`config.mk`:
```
export PLATFORM = sky130hd
export DESIGN_NAME = button_conditioner
export DESIGN_NICKNAME = d
export VERILOG_FILES = /design/src/rtl/button_conditioner.sv
export SDC_FILE = /design/constraint.sdc
export NUM_CORES = 1
export LEC_CHECK = 0
export ABC_AREA = 1
export CAP_MARGIN = 20
export CORE_ASPECT_RATIO = 0.5
export CORE_MARGIN = 10
export CORE_UTILIZATION = 50
export DETAILED_ROUTE_END_ITERATION = 16
export PLACE_DENSITY = 0.66
export SLEW_MARGIN = 20
export SYNTH_ARGS = -nofsm -noshare
export SYNTH_HDL_FRONTEND = slang
export SYNTH_SLANG_ARGS = --single-unit
```
`constraint.sdc`:
```
create_clock -name vga_clk -period 4.75 [get_ports vga_clk]
set_input_delay 0.7125 -clock vga_clk [delete_from_list [all_inputs] [get_ports vga_clk]]
set_output_delay 0.7125 -clock vga_clk [all_outputs]
set_load 0.05 [all_outputs]
```
`src/rtl/button_conditioner.sv`:
```
// Multi-channel push-button front end: synchronise, debounce, and derive
// registered level / press / release / long-press / auto-repeat strobes.
// Each channel is fully independent; only any_press combines them.
module button_conditioner #(
    parameter int                 N_BTN         = 4,
    parameter logic               PRESS_LEVEL   = 1'b1,
    parameter int                 DB_CYCLES     = 250000,
    parameter int                 LONG_CYCLES   = 12500000,
    parameter int                 REPEAT_CYCLES = 2500000,
    parameter logic [N_BTN-1:0]   REPEAT_MASK   = {N_BTN{1'b1}}
) (
    input  logic              vga_clk,
    input  logic              sys_rst_n,
    input  logic [N_BTN-1:0]  btn_in,
    output logic [N_BTN-1:0]  btn_level,
    output logic [N_BTN-1:0]  btn_press,
    output logic [N_BTN-1:0]  btn_release,
    output logic [N_BTN-1:0]  btn_long,
    output logic [N_BTN-1:0]  btn_repeat,
    output logic              any_press
);

    localparam int HOLD_MAX = (LONG_CYCLES > REPEAT_CYCLES) ? LONG_CYCLES : REPEAT_CYCLES;
    localparam int HCNT_W   = $clog2(HOLD_MAX);
    localparam int DCNT_W   = $clog2(DB_CYCLES);

    localparam logic [DCNT_W-1:0] DB_LAST     = DCNT_W'(DB_CYCLES - 1);
    localparam logic [HCNT_W-1:0] LONG_LAST   = HCNT_W'(LONG_CYCLES - 1);
    localparam logic [HCNT_W-1:0] REPEAT_LAST = HCNT_W'(REPEAT_CYCLES - 1);

    typedef enum logic [1:0] {
        ST_IDLE      = 2'd0,
        ST_WAIT_LONG = 2'd1,
        ST_REPEAT    = 2'd2
    } hold_state_e;

    // Next-cycle strobe values gathered from all channels, registered below.
    logic [N_BTN-1:0] w_press_nxt;
    logic [N_BTN-1:0] w_release_nxt;
    logic [N_BTN-1:0] w_long_nxt;
    logic [N_BTN-1:0] w_repeat_nxt;

    for (genvar i = 0; i < N_BTN; i++) begin : g_ch
        logic               r_sync1;
        logic               r_sync2;
        logic               r_stable;
        logic [DCNT_W-1:0]  r_dcnt;
        logic               w_accept;
        logic               w_rise;
        logic               w_fall;
        hold_state_e        r_state;
        hold_state_e        w_state_nxt;
        logic [HCNT_W-1:0]  r_hcnt;
        logic [HCNT_W-1:0]  w_hcnt_nxt;
        logic               w_press;
        logic               w_release;
        logic               w_long;
        logic               w_repeat;

        // Two-flop synchroniser on the polarity-normalised pin.
        always_ff @(posedge vga_clk or negedge sys_rst_n) begin
            if (!sys_rst_n) begin
                r_sync1 <= 1'b0;
                r_sync2 <= 1'b0;
            end else begin
                // NOTE: sequential state uses non-blocking assignment so every
                // flop samples pre-edge values regardless of statement order.
                r_sync1 <= (btn_in[i] == PRESS_LEVEL);
                r_sync2 <= r_sync1;
            end
        end

        // A new level is accepted on the DB_CYCLES-th consecutive disagreeing
        // sample; the strobes are generated from the same condition so they
        // line up with the level change.
        assign w_accept = (r_sync2 != r_stable) && (r_dcnt == DB_LAST);
        assign w_rise   = w_accept &  r_sync2;
        assign w_fall   = w_accept & ~r_sync2;

        // Debounce: any agreeing sample restarts the disagreement count.
        always_ff @(posedge vga_clk or negedge sys_rst_n) begin
            if (!sys_rst_n) begin
                r_stable <= 1'b0;
                r_dcnt   <= '0;
            end else if (r_sync2 == r_stable) begin
                r_dcnt   <= '0;
            end else if (r_dcnt == DB_LAST) begin
                r_stable <= r_sync2;
                r_dcnt   <= '0;
            end else begin
                r_dcnt   <= r_dcnt + DCNT_W'(1);
            end
        end

        // Hold FSM state and hold counter registers.
        always_ff @(posedge vga_clk or negedge sys_rst_n) begin
            if (!sys_rst_n) begin
                r_state <= ST_IDLE;
                r_hcnt  <= '0;
            end else begin
                r_state <= w_state_nxt;
                r_hcnt  <= w_hcnt_nxt;
            end
        end

        // Hold FSM next state and strobes; a release beats long/repeat.
        always_comb begin
            // NOTE: every combinational output gets a default first so no
            // path leaves it unassigned and no latch is inferred.
            w_state_nxt = r_state;
            w_hcnt_nxt  = r_hcnt;
            w_press     = 1'b0;
            w_release   = 1'b0;
            w_long      = 1'b0;
            w_repeat    = 1'b0;
            if (w_fall) begin
                w_release   = 1'b1;
                w_hcnt_nxt  = '0;
                w_state_nxt = ST_IDLE;
            end else begin
                case (r_state)
                    ST_IDLE: begin
                        if (w_rise) begin
                            w_press     = 1'b1;
                            w_repeat    = 1'b1;
                            w_hcnt_nxt  = '0;
                            w_state_nxt = ST_WAIT_LONG;
                        end
                    end
                    ST_WAIT_LONG: begin
                        if (r_hcnt == LONG_LAST) begin
                            w_long      = 1'b1;
                            w_repeat    = REPEAT_MASK[i];
                            w_hcnt_nxt  = '0;
                            w_state_nxt = ST_REPEAT;
                        end else begin
                            w_hcnt_nxt  = r_hcnt + HCNT_W'(1);
                        end
                    end
                    ST_REPEAT: begin
                        if (r_hcnt == REPEAT_LAST) begin
                            w_repeat    = REPEAT_MASK[i];
                            w_hcnt_nxt  = '0;
                        end else begin
                            w_hcnt_nxt  = r_hcnt + HCNT_W'(1);
                        end
                    end
                    default: begin
                        w_hcnt_nxt  = '0;
                        w_state_nxt = ST_IDLE;
                    end
                endcase
            end
        end

        assign btn_level[i]     = r_stable;
        assign w_press_nxt[i]   = w_press;
        assign w_release_nxt[i] = w_release;
        assign w_long_nxt[i]    = w_long;
        assign w_repeat_nxt[i]  = w_repeat;
    end

    // Output strobe registers for all channels.
    always_ff @(posedge vga_clk or negedge sys_rst_n) begin
        if (!sys_rst_n) begin
            btn_press   <= '0;
            btn_release <= '0;
            btn_long    <= '0;
            btn_repeat  <= '0;
            any_press   <= 1'b0;
        end else begin
            btn_press   <= w_press_nxt;
            btn_release <= w_release_nxt;
            btn_long    <= w_long_nxt;
            btn_repeat  <= w_repeat_nxt;
            any_press   <= |w_press_nxt;
        end
    end

endmodule
```
==> results of run 1 <==
-- worst paths after layout --
kind	startpoint	to	slack [ns]
worst max-delay path	g_ch[1].r_stable$_DFFE_PN0N_	btn_level[1]	2.26
worst min-delay path	sys_rst_n	g_ch[3].r_dcnt[12]$_DFF_PN0_	0.26
worst max register to register	g_ch[0].r_dcnt[0]$_DFF_PN0_	g_ch[0].r_hcnt[13]$_DFFE_PN0P_	2.46
worst min register to register	g_ch[1].r_sync1$_DFF_PN0_	g_ch[1].r_sync2$_DFF_PN0_	0.35
max in group asynchronous	sys_rst_n	g_ch[1].r_hcnt[12]$_DFFE_PN0P_	3.52
min in group vga_clk	g_ch[1].r_sync1$_DFF_PN0_	g_ch[1].r_sync2$_DFF_PN0_	0.35
-- state kept, by name, indices dropped and copies added (netlist names) --
register,flops
btn_repeat,4
g_ch.r_sync1,4
btn_long,4
btn_release,4
g_ch.r_dcnt,72
g_ch.r_stable,4
btn_press,4
g_ch.r_sync2,4
g_ch.r_state,8
g_ch.r_hcnt,96
any_press,1
-- synthesized netlist by cell type (all sizes together) --
cell	n	area, µm²
a31oi	2	12.51
nand4	32	200.2
nand3	162	880.8
a211oi	5	37.54
nor4	1	6.260
or2	6	37.54
xor2	20	175.2
o21bai	3	22.52
nor3b	13	117.6
inv	233	874.6
and2	3	18.77
a21oi	46	230.2
nand2	560	2140
nand3b	8	60.06
and3	2	12.51
xnor2	15	131.4
o21a	4	30.03
ha	28	350.3
a21o	1	7.510
dfrtp	205	5130
buf	22	180.2
nor3	39	232.7
o21ai	40	200.2
clkbuf	1	5.000
clkinv	2	7.510
nor2	355	1405
-- metal layers --
metal / GRT usage / vias up / share of wire
met5: 0 / - / 0
met4: 0.03533 / 0 / 0.016
met3: 0.03196 / 36 / 0.046
met2: 0.2950 / 221 / 0.44
met1: 0.2497 / 5194 / 0.49
li1: - / 5701 / -
-- per-stage QoR --
step / total power, mW / setup WS, ns / utilization
final: 3.651 / 2.257 / 0.5674
after floorplan: 1.825 / 3.160 / -
after CTS: 3.704 / 2.217 / 0.5674
after detailed placement: 1.877 / 2.435 / 0.5366
after global routing: 3.797 / 2.192 / 0.5674
after global placement: 1.874 / 2.530 / 0.5366
-- kinds of logic (layout without fill, tap and decap cells) --
logic type      after synthesis  count (layout)  synth area share
fa+ha+maj                    28              28           0.02801
compound gates              101             101           0.04322
xor+xnor                     35              35           0.02451
buf+inv                     258             298           0.08534
flops                       205             205            0.4102
simple gates               1181            1181            0.4087
-- power by group --
group / switching, mW / total (mW) / internal, mW
clock: 0.719 / 1.81 / 1.09
sequential: 0.00714 / 1.76 / 1.76
combinational: 0.0585 / 0.0762 / 0.0177
-- area by class of cell --
| class | count | share of cell area |
|---|---|---|
| clock buffer | 25 | 0.04215 |
| clock inverter | 11 | 0.01208 |
| inverter | 235 | 0.06404 |
| multi-input combinational | 1345 | 0.4580 |
| sequential | 205 | 0.3725 |
| tap | 336 | 0.03052 |
| timing repair buffer | 27 | 0.02071 |
-- layout by cell type, fill, tap and decap left out, drive strengths merged, types with 4 or more instances in the layout --
cell / Yosys / layout
nand2: 560 / 560
nor2: 355 / 355
inv: 233 / 234
dfrtp: 205 / 205
nand3: 162 / 162
a21oi: 46 / 46
o21ai: 40 / 40
nor3: 39 / 39
nand4: 32 / 32
ha: 28 / 28
clkdlybuf4s50: 0 / 25
clkbuf: 1 / 25
xor2: 20 / 20
xnor2: 15 / 15
nor3b: 13 / 13
nand3b: 8 / 8
or2: 6 / 6
a211oi: 5 / 5
clkinv: 2 / 5
o21a: 4 / 4
bufinv: 0 / 4
==> summary.md, run 1 <==
| Metric | Value |
|---|---|
| Outcome | `finished, final reports clean` |
| Required time reported for the critical path endpoint | `around 4 ns` |
| Highest clock frequency the design can meet | `between 400 and 500 MHz` |
| Wire per inst | `13.31 µm` |
| Global-route wire length before repair | `between 50 and 60 mm` |
| Slowest stage cell on the critical path | `sky130_fd_sc_hd__clkdlybuf4s50_1` |
| Final setup fails | `0` |
| Number of levels in the clock H-tree | `1` |
| Multi-input gate area in the final layout | `between 0.006 and 0.007 mm²` |
| Flip-flop and latch count after synthesis | `205` |
| Share of the clock period used by the worst path after layout | `0.5249` |
| Drt drc | `0` |
| Area growth from synthesis to final layout | `10.13%` |
| Share of post-route cells with drive strength above 1 | `0.06223` |
| Post-Route Hold Slack | `~0.26 ns` |
| Worst-case reg-to-reg path depth | `8` |
| Hold Path Class | `in2async` |
| Clock Sinks | `approximately 200` |
| FF+latch area | `0.005130 mm²` |
| TritonCTS clock tree | `built` |
| Net count reported at finish | `about 1,900` |
| Critical Path Start Type | `flip-flop` |
| Fillers | `roughly 2,300` |
| Quantity of gates resized following cts | `0` |
| Category of the critical setup timing path | `reg2out` |
| Via count | `11,150` |
| Post-route cell area | `about 0.014 mm²` |
| Buffer type at the clock tree root | `sky130_fd_sc_hd__clkbuf_16` |
| Avg Vias per Cell | `a little over 5` |
| Crit path time final | `2.493 ns` |
| Netlist area before placement | `0.01251 mm²` |
| CP top delay family | `buffers and inverters` |
| DRT antenna net count | `0` |
| Proportion of synthesized chip area in sequential cells | `0.4102` |
| Pre-antenna DRT Iters | `6` |
| Crit end category | `output port` |
| Pwr dens | `265.0 mW/mm²` |
| Final global-route overflow total | `0` |
| Die area | `~0.032 mm²` |
| Crit path buf inv count | `1` |
| Clock latency on the worst-skew pair | `slightly above 0.5 ns` |
| Initial antenna violation count | `0` |
| Mean post-synth cell area | `between 6 and 7 µm²` |
| RSZ-0062 raised after global routing | `false` |
| Clk slew on worst S/H paths | `roughly 0.060 ns` |
| Nets in the synthesized netlist | `1,842` |
| Final Instance Count excl. Fillers | `~2,200` |
| Cells along the critical path | `clkdlybuf4s50_1` |
| Yosys warns | `0` |
| Final hold vios | `0` |
| Worst Max-Slew Pin Slew | `~0.89 ns` |
| IO buf count | `26` |
| Worst slew margin relative to its limit | `0.4062` |
| Number of primary I/O pins | `27` |
| Cell total after placement | `between 2,000 and 2,500` |
| Pleak | `between 6 and 7 nW` |
| Sum Neg Setup Slack | `0 ns` |
| Delay contributed by the slowest stage of the critical path | `between 0.8 and 0.9 ns` |
| Dpl hpwl | `roughly 22 mm` |
| Initial Util | `0.5152` |
| Post-CTS Setup Inserts | `0` |
| Number of hold buffers added after CTS | `0` |
| Via count of the first global-routing pass | `between 10,000 and 15,000` |
| Die height | `approximately 130 µm` |
| Distinct cell type count after synthesis | `40` |
| Die width | `between 200 and 250 µm` |
| Worst IR drop on VDD | `about 0.2 mV` |
| Number of cells on the critical path | `1` |
| 1st-iter DRT viols | `~810` |
| GPL Wtd Cong | `about 0.92` |
| Placed Instance Area | `0.01303 mm²` |
| Std-Cell Rows | `40` |
| Largest net degree at the start of global routing | `approximately 110` |
| Core Area | `roughly 0.024 mm²` |
| Final Max Tran Viols | `0` |
| Max Clock Skew | `0.01019 ns` |
| Clock Tree Buf Depth | `3` |
| Max capacitance violation total | `0` |
| Data arrival time of the worst path | `around 1.8 ns` |
| Final antenna diode count | `0` |
| Max Fanout on Critical Path | `5` |
| Overall Global Routing Usage | `0.1818` |
| Gate Count Post-Synth | `roughly 1,800` |
| Clock buffers created by TritonCTS | `21` |
| Final wirelength | `between 20 and 30 mm` |
(Power assumes the default switching activity.)
==> run 2: changes to the inputs <==
- clock period: 4.75 -> 2.6 ns (I/O delays scaled with it)
==> summary.md, run 2 (synthesis gave the netlist of run 1 again) <==
| Metric | Value |
|---|---|
| Outcome | `finished, final reports clean` |
| Setup WS post-layout | `0.4369 ns (-1.820 ns)` |
| Pwr dens | `474.2 mW/mm² (+79%)` |
| Final wirelength | `28.53 mm (-1.9%)` |
| Required time reported for the critical path endpoint | `2.21 ns (-1.83 ns)` |
| Final antenna diode count | `0 (unchanged)` |
| Post-CTS Setup Inserts | `0 (unchanged)` |
| Die height | `131.8 µm (unchanged)` |
| Clk slew on worst S/H paths | `0.06 ns (about the same)` |
| Area growth from synthesis to final layout | `10.33%` |
| Core Area | `0.02427 mm² (unchanged)` |
| 1st-iter DRT viols | `928 (+15%)` |
| Share of the clock period used by the worst path after layout | `0.8319` |
| Met3 wirelength from detailed routing | `1.384 mm (+3.7%)` |
| Largest net degree at the start of global routing | `64 (-44%)` |
| Pre-antenna DRT Iters | `5 (-1)` |
| Net count reported at finish | `1,875 (+0.32%)` |
| Number of primary I/O pins | `27 (unchanged)` |
| Initial antenna violation count | `0 (unchanged)` |
| Post-Route Hold Slack | `0.3268 ns (+0.07050 ns)` |
| IO buf count | `26 (unchanged)` |
| Worst slew margin relative to its limit | `0.6384 (+0.2322)` |
| Data arrival time of the worst path | `1.77 ns (about the same)` |
| Initial Util | `0.5152 (unchanged)` |
| RSZ-0062 raised after global routing | `false` |
| Die area | `0.03212 mm² (unchanged)` |
| Critical Path Start Type | `flip-flop` |
| Flip-flop count of the largest register after layout | `96 (unchanged)` |
| Avg Vias per Cell | `5.114 (+0.16%)` |
| Share of post-route cells with drive strength above 1 | `0.06213 (-0.0001009)` |
| Dpl hpwl | `21.69 mm (+0.83%)` |
| Crit path time final | `2.163 ns` |
| Final setup fails | `0 (unchanged)` |
| Largest regs | `g_ch.r_hcnt: 96 flops, g_ch.r_dcnt: 72 flops, g_ch.r_state: 8 flops` |
| Wire per inst | `13.05 µm (-2.0%)` |
| Highest clock frequency the design can meet | `~460 MHz` |
| Drt drc | `0 (unchanged)` |
| Global-route wire length before repair | `50.06 mm (-1.1%)` |
| Leading cell types in the layout, fill and taps excluded | `sky130_fd_sc_hd__nand2_1 (549), sky130_fd_sc_hd__nor2_1 (336), sky130_fd_sc_hd__inv_1 (212)` |
| Largest Register | `g_ch.r_hcnt` |
| DRT antenna net count | `0 (unchanged)` |
| Worst slack after detailed placement | `0.5707 ns (-1.864 ns)` |
| Slowest stage cell on the critical path | `sky130_fd_sc_hd__clkdlybuf4s50_1` |
| Crit path buf inv count | `1 (unchanged)` |
| Clock Tree Buf Depth | `3 (unchanged)` |
| GPL Wtd Cong | `0.9515 (+3.4%)` |
| Metal-1 WL | `13.71 mm (-4.4%)` |
| Utilization after layout | `0.5684 (+0.0009790)` |
| Max capacitance violation total | `0 (unchanged)` |
| Worst Max-Slew Pin Slew | `0.5407 ns (-0.3500 ns)` |
| Max Clock Skew | `0.009832 ns (-0.0003556 ns)` |
| Pleak | `6.466 nW (+0.37%)` |
| Buffer type at the clock tree root | `sky130_fd_sc_hd__clkbuf_16` |
| Via count of the first global-routing pass | `10,750 (+0.61%)` |
| Uppermost layer routed | `met4` |
| Via count | `11,190 (+0.30%)` |
| Sum Neg Setup Slack | `0 ns (unchanged)` |
| Final Max Tran Viols | `0 (unchanged)` |
| Max Fanout on Critical Path | `5 (unchanged)` |
| CP top delay family | `buffers and inverters` |
| Overall Global Routing Usage | `0.1790 (-0.002807)` |
| Final global-route overflow total | `0 (unchanged)` |
| Hold Path Class | `in2reg` |
| Delay contributed by the slowest stage of the critical path | `0.85 ns (about the same)` |
| Std-Cell Rows | `40 (unchanged)` |
| Amount of wire on met2 after detailed routing | `12.90 mm (-0.29%)` |
| Category of the critical setup timing path | `reg2out` |
| Leading cell type in the layout, fill and taps excluded | `sky130_fd_sc_hd__nand2_1` |
| Clock buffers created by TritonCTS | `21 (unchanged)` |
| Clock Sinks | `205 (unchanged)` |
| Worst IR drop on VDD | `0.4195 mV (+120%)` |
| Crit end category | `output port` |
| Final hold vios | `0 (unchanged)` |
| Cells along the critical path | `clkdlybuf4s50_1` |
| TritonCTS clock tree | `built` |
| Clock latency on the worst-skew pair | `0.50 ns (about the same)` |
| Number of levels in the clock H-tree | `1 (unchanged)` |
| Die width | `243.7 µm (unchanged)` |
## run 2: power by group
part	internal [mW]	switching (mW)	total, mW
combinational	0.0383	0.108	0.146
clock	1.93	1.24	3.17
sequential	3.21	0.0133	3.22
total	5.18	1.36	6.54
## run 2: final cells by class
| type | instances | area, µm² |
|---|---|---|
| inverters | 235 | 882.1 |
| flip-flops and latches | 205 | 5130 |
| well taps | 336 | 420.4 |
| clock inverters | 4 | 95.09 |
| fillers | 2302 | 10480 |
| multi-input cells | 1345 | 6309 |
| clock buffers | 29 | 615.6 |
| repair buffers | 33 | 345.3 |
## run 2: worst paths after layout
path	startpoint	end	slack (ns)	cells past startpoint
setup / recovery	g_ch[2].r_stable$_DFFE_PN0N_	btn_level[2]	0.44	1
hold / removal	btn_in[0]	g_ch[0].r_sync1$_DFF_PN0_	0.33	1
setup reg to reg	g_ch[0].r_dcnt[0]$_DFF_PN0_	g_ch[0].r_hcnt[8]$_DFFE_PN0P_	0.56	8
hold reg to reg	g_ch[3].r_sync1$_DFF_PN0_	g_ch[3].r_sync2$_DFF_PN0_	0.35	0
max in group asynchronous	sys_rst_n	btn_long[2]$_DFF_PN0_	1.44	3
min in group asynchronous	sys_rst_n	g_ch[3].r_dcnt[14]$_DFF_PN0_	0.40	2
## run 2: metrics by stage
| stage | area [µm²] | power (mW) | cells |
|---|---|---|---|
| after global placement | 13080 | 3.430 | 2153 |
| after global routing | 13800 | 6.794 | 2187 |
| after floorplan | 12510 | 3.333 | 1808 |
| after detailed placement | 13080 | 3.435 | 2153 |
| final | 13800 | 6.542 | 2187 |
| after CTS | 13800 | 6.640 | 2187 |
## run 2: layer usage
layer | track usage | up-vias
met5 | 0 | -
met4 | 0.04391 | 0
met3 | 0.03499 | 41
met2 | 0.2906 | 234
met1 | 0.2405 | 5209
li1 | - | 5701
## run 2: timing repair
action                                 in CTS  in global routing
hold buffers                                1                  0
endpoints found under the hold margin      59                  0
resized for setup                           0                  0
==> run 3: changes to the inputs <==
- clock period: 2.6 -> 2.2 ns (I/O delays scaled with it)
==> summary.md, run 3 (synthesis gave the netlist of run 1 again) <==
| Metric | Value |
|---|---|
| Std-Cell Rows | `40 (unchanged)` |
| Highest clock frequency the design can meet | `roughly 470 MHz` |
| Die area | `0.03212 mm² (unchanged)` |
| Drt drc | `0 (unchanged)` |
| Crit path time final | `between 2 and 2.5 ns` |
| Flip-flop count of the largest register after layout | `96 (unchanged)` |
| Share of the clock period used by the worst path after layout | `0.9578` |
| Crit path buf inv count | `1 (unchanged)` |
| Worst IR drop on VDD | `0.4283 mV (+2.1%)` |
| Sum Neg Setup Slack | `0 ns (unchanged)` |
| Core Area | `0.02427 mm² (unchanged)` |
| Final hold vios | `0 (unchanged)` |
| Critical Path Start Type | `flip-flop` |
| DRT antenna net count | `0 (unchanged)` |
| Dpl hpwl | `21.26 mm (-2.0%)` |
| RSZ-0062 raised after global routing | `false` |
| Final Max Tran Viols | `0 (unchanged)` |
| Power after layout | `7.480 mW (+14%)` |
| Slowest stage cell on the critical path | `sky130_fd_sc_hd__clkdlybuf4s50_1` |
| Die width | `243.7 µm (unchanged)` |
| Delay contributed by the slowest stage of the critical path | `0.84 ns (about the same)` |
| Cells along the critical path | `clkdlybuf4s50_1` |
| IO buf count | `26 (unchanged)` |
| Uppermost layer routed | `met4` |
| Buffer type at the clock tree root | `sky130_fd_sc_hd__clkbuf_16` |
| Number of primary I/O pins | `27 (unchanged)` |
| Hold Path Class | `in2reg` |
| Cell total after placement | `2,158 (+0.23%)` |
| Required time reported for the critical path endpoint | `1.87 ns (-0.34 ns)` |
| Data arrival time of the worst path | `1.78 ns (about the same)` |
| Leading cell type in the layout, fill and taps excluded | `sky130_fd_sc_hd__nand2_1` |
| Largest Register | `g_ch.r_hcnt` |
| Category of the critical setup timing path | `reg2out` |
| Clock Tree Buf Depth | `3 (unchanged)` |
| Largest regs | `g_ch.r_hcnt: 96 flops, g_ch.r_dcnt: 72 flops, g_ch.r_state: 8 flops` |
| Worst Max-Slew Pin Slew | `0.5212 ns (-0.01954 ns)` |
| Number of levels in the clock H-tree | `1 (unchanged)` |
| Outcome | `finished, final reports clean` |
| Largest net degree at the start of global routing | `52 (-19%)` |
| Metal-1 WL | `13.87 mm (+1.2%)` |
| Clock buffers created by TritonCTS | `21 (unchanged)` |
| Initial Util | `0.5152 (unchanged)` |
| GPL Wtd Cong | `0.9544 (+0.30%)` |
| Utilization after layout | `0.5692 (+0.0007730)` |
| Clk slew on worst S/H paths | `0.07 ns (about the same)` |
| Die height | `131.8 µm (unchanged)` |
| Max capacitance violation total | `0 (unchanged)` |
| CP top delay family | `buffers and inverters` |
| Placed Instance Area | `0.01314 mm² (+0.48%)` |
| Crit end category | `output port` |
| Wire per inst | `12.81 µm (-1.8%)` |
| Final wirelength | `28.13 mm (-1.4%)` |
| Amount of wire on met2 after detailed routing | `12.21 mm (-5.3%)` |
| Area growth from synthesis to final layout | `10.48%` |
| Pwr dens | `541.4 mW/mm² (+14%)` |
| Clock latency on the worst-skew pair | `0.52 ns (+0.02 ns)` |
| Leading cell types in the layout, fill and taps excluded | `sky130_fd_sc_hd__nand2_1 (547), sky130_fd_sc_hd__nor2_1 (336), sky130_fd_sc_hd__inv_1 (212)` |
| Pre-antenna DRT Iters | `6 (+1)` |
| Via count of the first global-routing pass | `10,410 (-3.2%)` |
| TritonCTS clock tree | `built` |
| Pleak | `6.467 nW (about the same)` |
| Clock Sinks | `205 (unchanged)` |
| 1st-iter DRT viols | `999 (+7.7%)` |
| Final Instance Count excl. Fillers | `2,196 (+0.41%)` |
| Max Fanout on Critical Path | `5 (unchanged)` |
| Worst slew margin relative to its limit | `0.6515 (+0.01307)` |
| Post-CTS Setup Inserts | `0 (unchanged)` |
| Global-route wire length before repair | `48.92 mm (-2.3%)` |
| Final antenna diode count | `0 (unchanged)` |
| Final setup fails | `0 (unchanged)` |
| Share of post-route cells with drive strength above 1 | `0.06613 (+0.004000)` |
| Via count | `11,110 (-0.70%)` |
| Net count reported at finish | `1,880 (+0.27%)` |
| Fillers | `2,311 (+0.39%)` |
| Avg Vias per Cell | `5.058 (-1.1%)` |
| Max Clock Skew | `0.01965 ns (+0.009818 ns)` |
| Final global-route overflow total | `0 (unchanged)` |
| Overall Global Routing Usage | `0.1758 (-0.003183)` |
| Met3 wirelength from detailed routing | `1.514 mm (+9.4%)` |
| Post-route cell area | `0.01382 mm² (+0.14%)` |
| Initial antenna violation count | `0 (unchanged)` |
run 3: area by class of cell:
cell class / instances / area (µm²) / share of cell area
multi-input cells: 1345 / 6314 / 0.4570
flip-flops and latches: 205 / 5130 / 0.3713
inverters: 235 / 882.1 / 0.06385
clock buffers: 29 / 585.6 / 0.04238
well taps: 336 / 420.4 / 0.03043
repair buffers: 38 / 407.9 / 0.02952
clock inverters: 8 / 76.32 / 0.005524
run 3: per-layer routing:
layer  GRT usage  up-vias
met1      0.2448     5108
met2      0.2752      224
met5           0        -
met4     0.04151        0
met3     0.03439       48
li1            -     5727
run 3: through the flow:
step / setup WS (ns) / hold slack (ns)
floorplan: 0.6101 / 0.03441
global placement: 0.2101 / 0.2772
detailed placement: 0.1519 / 0.2834
CTS: 0.05904 / 0.2256
global route: 0.02912 / 0.2439
finish: 0.09291 / 0.2472
run 3: worst reg2reg max path, stage by stage, from the launching register on:
cell	delay [ns]
sky130_fd_sc_hd__dfrtp_1	0.37
sky130_fd_sc_hd__ha_1	0.21
sky130_fd_sc_hd__nand3_2	0.15
sky130_fd_sc_hd__nor2_2	0.22
sky130_fd_sc_hd__nand3_2	0.13
sky130_fd_sc_hd__nand2_2	0.09
sky130_fd_sc_hd__inv_2	0.07
sky130_fd_sc_hd__nand2_1	0.06
sky130_fd_sc_hd__nand2_1	0.30
sky130_fd_sc_hd__inv_1	0.20
sky130_fd_sc_hd__nor2_1	0.06
run 3: timing repair:
| action | CTS | global route |
|---|---|---|
| hold endpoints to repair | 46 | 0 |
| hold buffers | 1 | 0 |
| resized for setup | 0 | 2 |
| endpoints found under the setup margin | 0 | 15 |
run 3: path summary, 6_finish.rpt:
check                           cells past startpoint                    startpoint                        endpoint  slack [ns]
worst min-delay path                                1                     btn_in[0]       g_ch[0].r_sync1$_DFF_PN0_        0.25
worst max-delay path                                1  g_ch[3].r_stable$_DFFE_PN0N_                    btn_level[3]        0.09
worst min register to register                      0     g_ch[0].r_sync1$_DFF_PN0_       g_ch[0].r_sync2$_DFF_PN0_        0.35
max in group asynchronous                           3                     sys_rst_n  g_ch[1].r_hcnt[10]$_DFFE_PN0P_        1.22
min in group asynchronous                           2                     sys_rst_n    g_ch[3].r_dcnt[14]$_DFF_PN0_        0.32
worst max register to register                     10   g_ch[0].r_dcnt[0]$_DFF_PN0_   g_ch[0].r_hcnt[7]$_DFFE_PN0P_        0.24
run 3: power by group:
part | internal, mW | total [mW] | switching [mW]
sequential | 3.79 | 3.81 | 0.0152
combinational | 0.0501 | 0.179 | 0.129
clock | 1.99 | 3.49 | 1.51
total | 5.83 | 7.48 | 1.65
